<file path="src/rtl/pattern_stream_gen.sv">
// Raster-order 8-bit test-pattern source over valid/ready; mode changes land only on frame boundaries.
// Optional PATTERN_GEN_LINE_GAP_EN inserts a one-cycle valid bubble after every line.
module pattern_stream_gen #(
    parameter int H_ACTIVE    = 800,
    parameter int V_ACTIVE    = 600,
    parameter int CHECKER_LOG = 5
) (
    input  logic       pixel_clk,
    input  logic       rst,
    input  logic [1:0] mode_sel,
    input  logic       mode_load,
    output logic [7:0] pixel_stream_data,
    output logic       pixel_stream_valid,
    input  logic       pixel_stream_ready,
    output logic       frame_start,
    output logic [7:0] frame_count
);

    typedef enum logic [1:0] {
        MODE_HGRAD   = 2'd0,
        MODE_VGRAD   = 2'd1,
        MODE_CHECKER = 2'd2,
        MODE_SCROLL  = 2'd3
    } mode_e;

    localparam logic [9:0] X_LAST = 10'(H_ACTIVE - 1);
    localparam logic [9:0] Y_LAST = 10'(V_ACTIVE - 1);

    logic [9:0] x_q, x_d;
    logic [9:0] y_q, y_d;
    logic [7:0] fcount_q, fcount_d;
    mode_e      mode_q, mode_d;
    mode_e      pend_mode_q, pend_mode_d;
    logic       pend_q, pend_d;
    logic       valid_q, valid_d;

    logic       xfer;
    logic       line_end;
    logic       frame_end;
    logic [7:0] pix;

    assign xfer      = valid_q && pixel_stream_ready;
    assign line_end  = (x_q == X_LAST);
    assign frame_end = line_end && (y_q == Y_LAST);

    always_comb begin
        x_d         = x_q;
        y_d         = y_q;
        fcount_d    = fcount_q;
        mode_d      = mode_q;
        pend_mode_d = pend_mode_q;
        pend_d      = pend_q;

        if (mode_load) begin
            pend_mode_d = mode_e'(mode_sel);
            pend_d      = 1'b1;
        end

        if (xfer) begin
            if (line_end) begin
                x_d = '0;
                if (frame_end) begin
                    y_d      = '0;
                    fcount_d = fcount_q + 8'd1;
                end else begin
                    y_d = y_q + 10'd1;
                end
            end else begin
                x_d = x_q + 10'd1;
            end

            // A load in the same cycle as the final transfer wins over the older pending value.
            if (frame_end) begin
                if (mode_load) begin
                    mode_d = mode_e'(mode_sel);
                end else if (pend_q) begin
                    mode_d = pend_mode_q;
                end
                pend_d = 1'b0;
            end
        end

`ifdef PATTERN_GEN_LINE_GAP_EN
        valid_d = !(xfer && line_end);
`else
        valid_d = 1'b1;
`endif
    end

    always_ff @(posedge pixel_clk) begin
        if (rst) begin
            x_q         <= '0;
            y_q         <= '0;
            fcount_q    <= '0;
            mode_q      <= MODE_HGRAD;
            pend_mode_q <= MODE_HGRAD;
            pend_q      <= 1'b0;
            valid_q     <= 1'b0;
        end else begin
            x_q         <= x_d;
            y_q         <= y_d;
            fcount_q    <= fcount_d;
            mode_q      <= mode_d;
            pend_mode_q <= pend_mode_d;
            pend_q      <= pend_d;
            valid_q     <= valid_d;
        end
    end

    always_comb begin
        pix = 8'h00;
        case (mode_q)
            MODE_HGRAD:   pix = x_q[9:2];
            MODE_VGRAD:   pix = y_q[9:2];
            MODE_CHECKER: pix = (x_q[CHECKER_LOG] ^ y_q[CHECKER_LOG]) ? 8'hFF : 8'h00;
            MODE_SCROLL:  pix = x_q[7:0] + fcount_q;
            default:      pix = 8'h00;
        endcase
    end

    // Outputs depend only on registered state; rst merely masks them while held.
    assign pixel_stream_data  = rst ? 8'h00 : pix;
    assign pixel_stream_valid = valid_q;
    assign frame_start        = !rst && valid_q && (x_q == '0) && (y_q == '0);
    assign frame_count        = fcount_q;

endmodule

</file>
<file path="config.mk">
export PLATFORM = sky130hd
export DESIGN_NAME = pattern_stream_gen
export DESIGN_NICKNAME = d
export VERILOG_FILES = /design/src/rtl/pattern_stream_gen.sv
export SDC_FILE = /design/constraint.sdc
export NUM_CORES = 1
export LEC_CHECK = 0
export ABC_AREA = 1
export CAP_MARGIN = 20
export CORE_MARGIN = 1
export CORE_UTILIZATION = 53
export CTS_BUF_LIST = sky130_fd_sc_hd__clkbuf_8
export DETAILED_ROUTE_END_ITERATION = 10
export GPL_ROUTABILITY_DRIVEN = 0
export PLACE_DENSITY = 0.79
export SYNTH_ARGS = -nofsm -noshare
export SYNTH_HDL_FRONTEND = slang
export SYNTH_SLANG_ARGS = --single-unit
</file>
<file path="constraint.sdc">
create_clock -name pixel_clk -period 1.8 [get_ports pixel_clk]
set_clock_uncertainty 0.2 [all_clocks]
set_input_delay 0.18 -clock pixel_clk [delete_from_list [all_inputs] [get_ports pixel_clk]]
set_output_delay 0.18 -clock pixel_clk [all_outputs]
set_load 0.03 [all_outputs]
</file>
# Word level (Yosys, flattened, before mapping)
# Cells that the tools add are included.
# Widths: inputs -> output; s select.
# classes
eq_ne	5
n_addsub	4
bitwise	1
reduce_logical	13
n_mux	11
# op_table
cell	n
$pmux 8 s4	1
$add 10x1->10 const B	2
$eq 10x10->1 const B	2
$logic_not 10->1	2
$mux 10	2
$mux 8	2
$add 8x1->8 const B	1
$add 8x8->8	1
$reduce_and 3->1	2
$logic_and 1x1->1	5
$eq 2x2->1 const B	2
$mux 1	4
$mux 2	2
$eq 2x1->1 const B	1
$logic_not 2->1	1
$reduce_and 2->1	1
$reduce_bool 2->1	1
$logic_not 1->1	1
$xor 1x1->1	1
# word_totals
reg_bits	34
output_inout_bits	18

# Logic depth before layout (Yosys ltp)
# logic_depth
ltp_word	4
ltp_mapped	9
depth_no_buf	9

# Worst setup path before layout
# Ideal clock, no wire load.
# synth_timing
kind	register to output
start	register fcount_q[0], in the netlist frame_count[0]
end	output pixel_stream_data[4]
setup_slack_ns	-0.519
t_arrival_ns	1.939
path_stages_with_launch	8
n_path_buf	0
path_cell_list	dfxtp_1 > ha_1 > fa_1 > nand2_1 > a21oi_1 > o21ai_0 > nand3b_1 > a21oi_1
# synth_between
elab_chain_cells	3
# synth_rtl
element	line_no	source
from (decl)	31	logic [7:0] fcount_q, fcount_d;
from (signal assigned)	102	fcount_q <= fcount_d;
$add 8x8->8	116	MODE_SCROLL: pix = x_q[7:0] + fcount_q;
$pmux 8 s4	112	case (mode_q)
$mux 8	122	assign pixel_stream_data = rst ? 8'h00 : pix;
to (decl)	12	output logic [7:0] pixel_stream_data,
# Every way passes these cells.

# Worst setup path after layout
# Same ends and word-level chain as after synthesis.

==> results_dict.tcl <==
set metrics [dict create \
    ys.warnings.count 0 \
    tightestPinTransition_ps 483.2 \
    synth_area_leaders "dfxtp_1 28%, nand2_1 14%, inv_1 7.2%" \
    fin_crit_sh_pct 124.9 \
    intPower_mw 1.186 \
    synth_area_um2 2396 \
    dieWidth_um 69.24 \
    yosys.area.top_type "dfxtp_1" \
    period_minus_slack_ps 2249 \
    clk_pin_slew_worst_paths_ps 80 \
    wl_per_cell_um 14.87 \
    seq_power_share_pct 48.6 \
    dieArea_um2 4793 \
    grt_pass1_wl_um 11940 \
    finalHoldViolations 0 \
    port-buffer-count 23 \
    finalWorstSetupSlack_ps -449.0 \
    cts_tree "built" \
    rsz0062_at_grt "yes" \
    final_antenna_net_count 0 \
    grt_use_total_pct 31.41 \
    area_delta_synth_final_pct 44.33 \
    multi_input_area_um2 1735 \
    initial_core_util_pct 55.03 \
    cp_max_fo 4 \
    min_to "pend_q" \
    diodes 0 \
    cp-start-kind "register" \
    synth_seq_cells 34 \
    seq_area_um2 714.4 \
    power.net_switching_mw 0.3725 \
    clkPwrFrac_pct 44.3 \
    tns_ps -4559 \
    maxSlewHeadroom_pct 67.45 \
    critical_path_class "register to output port" \
    synth.avg_cell_area_um2 6.529 \
    switching_share_pct 23.90 \
    min_path_type "register to register" \
    yosys-top-cells-count "87 x nand2_1, 46 x inv_1, 40 x nor2_1, 34 x dfxtp_1, 31 x a21oi_1" \
    whs_path_depth 2 \
    drive_gt1_share_pct 31.84 \
    cts_sinks 34 \
    outcome "finished, violations left" \
    htreeDepth 2 \
    place_hpwl_um 5480 \
    setup_viol 34 \
    endpoint_kind "output port" \
    power_density_nw_per_um2 450.6 \
    antenna_found_initial 0 \
    required_ps 1420 \
    ioPinCount 24 \
    vias 2792 \
    totalPowerFinal_mw 1.558 \
    arrival_ps 1870 \
    max_freq_ghz 0.4446 \
    grt_overflow_total 0 \
    cts_made_buffers 5 \
    grt_max_degree 12 \
    reg2reg_depth 9 \
    finalMaxSlewViolations 0 \
    fp-row-count 24 \
    syn_inst 367 \
    min_from "pend_q" \
    r2r_start "x_q[0]" \
    yosysMostFrequentCell "nand2_1" \
    synthesis.nets 386 \
    fin_nets 464 \
    timing.rr.end "y_q[0]" \
    ys_seq_area_share_pct 28.41 \
    drc 0 \
    root_buffer "clkbuf_8" \
    grt_pass1_vias 2616 \
    power_frac_comb_pct 7.1 \
    peakVddDrop_mv 0.4439 \
    drt_iter0_drc 145 \
    core_um2 4354 \
    max_cap_violations 0 \
    fillerInstances 305 \
    rrSetupSlack_ps -150 \
    holdBufCountCts 0 \
    clk_latency_ps 300 \
    clk_path_buf_depth 2 \
    finalWirelength_um 7404 \
    async_flop_share_pct 0 \
    p_leak_nw 1.521 \
    synth.distinct_cells 36 \
    die_h_um 69.24 \
    synth-edff-count 0 \
    synth_top_area_share_pct 28.41 \
    failed_checks "negative setup slack" \
    avgViaCountPerCell 5.606 \
    synth-main-ff-cell "dfxtp_1" \
    drt_pre_antenna_iters 5 \
]
[flip-flops by register name, summed over array words and instances, names as in the netlist]
signal,count
pend_mode_q,2
frame_count,8
pixel_stream_valid,1
y_q,10
x_q,10
mode_q,2
pend_q,1
[metal layers]
| metal | share of wire (%) | global-route usage, % | vias to the layer above |
|---|---|---|---|
| met5 | 0 | 0 | - |
| met2 | 49 | 52.54 | 122 |
| li1 | - | - | 1371 |
| met3 | 6.6 | 4.215 | 19 |
| met4 | 2.8 | 15.19 | 0 |
| met1 | 42 | 39.73 | 1280 |
[through the flow]
| stage | util, % | hold WS, ps | setup WS [ps] | cells | cell area, µm² |
|---|---|---|---|---|---|
| floorplan | - | 125.0 | -132.2 | 367 | 2572 |
| global placement | 73.25 | 248.5 | -156.7 | 486 | 3189 |
| detailed placement | 73.25 | 262.9 | -215.5 | 486 | 3189 |
| CTS | 77.90 | 279.7 | -454.7 | 496 | 3392 |
| global route | 79.43 | 305.3 | -540.9 | 498 | 3458 |
| finish | 79.43 | 282.5 | -449.0 | 498 | 3458 |
[power groups by stage]
stage	clock network (mW)	registers [mW]	logic (mW)
6_report	0.691	0.757	0.111
5_1_grt	0.722	0.758	0.120
4_1_cts	0.695	0.759	0.108
3_5_place_dp	0	0.777	0.104
3_3_place_gp	0	0.776	0.102
2_1_floorplan	0	0.778	0.0496
[area by class of cell]
| type | instances | area share [%] |
|---|---|---|
| Timing Repair Buffer | 75 | 18.45 |
| Multi-Input combinational cell | 277 | 50.18 |
| Clock buffer | 8 | 3.184 |
| Inverter | 52 | 5.644 |
| Tap cell | 52 | 1.881 |
| Sequential cell | 34 | 20.66 |
[cell usage in the layout (no fill, tap or decap), types with 8 or more instances in the layout]
cell           synthesis  routed
a21oi_1               31      22
a21oi_2                3       8
buf_4                  0      50
buf_6                  2      10
clkbuf_8               0       8
dfxtp_1               34      21
dlygate4sd2_1          0       8
inv_1                 46      44
inv_2                  6       8
nand2_1               87      83
nand3_1               29      27
nand4_1               12      12
nor2_1                40      38
o21ai_0               17      13
[cells by family after synthesis]
logic type,Yosys count,synth area share [%]
and+or+nand+nor,195,38.43
AOI/OAI and AO/OA,61,13.73
buffers and inverters,57,9.660
DFF,34,28.41
adders and majority gates,13,7.102
xor gates and xnor gates,5,1.828
muxes,2,0.8355
[how the worst max path moves through the flow]
stage	slack, ps	cells past startpoint	endpoint	from
after floorplan	-130	7	pixel_stream_data[4]	frame_count[0]
after global placement	-160	8	pixel_stream_data[4]	frame_count[0]
after detailed placement	-220	9	pixel_stream_data[7]	x_q[1]
after CTS	-450	8	pixel_stream_data[4]	frame_count[0]
after global routing	-540	8	pixel_stream_data[4]	frame_count[0]
final	-450	8	pixel_stream_data[4]	frame_count[0]
[worst max-delay path, cell delays in order (launching register included)]
cell      delay [ps]
dfxtp_4          360
ha_4             160
fa_2             390
nand2_2           80
a21oi_2           50
o21ai_1          120
nand3b_1         130
a21oi_4          140
buf_6            140
[timing repair]
item                       in CTS  in global routing
gates cloned                    1                  0
buffers inserted                1                  3
gates resized for setup        33                 17
pin swaps                       8                 11
setup endpoints to repair      38                 37
(Power assumes the default switching activity.)
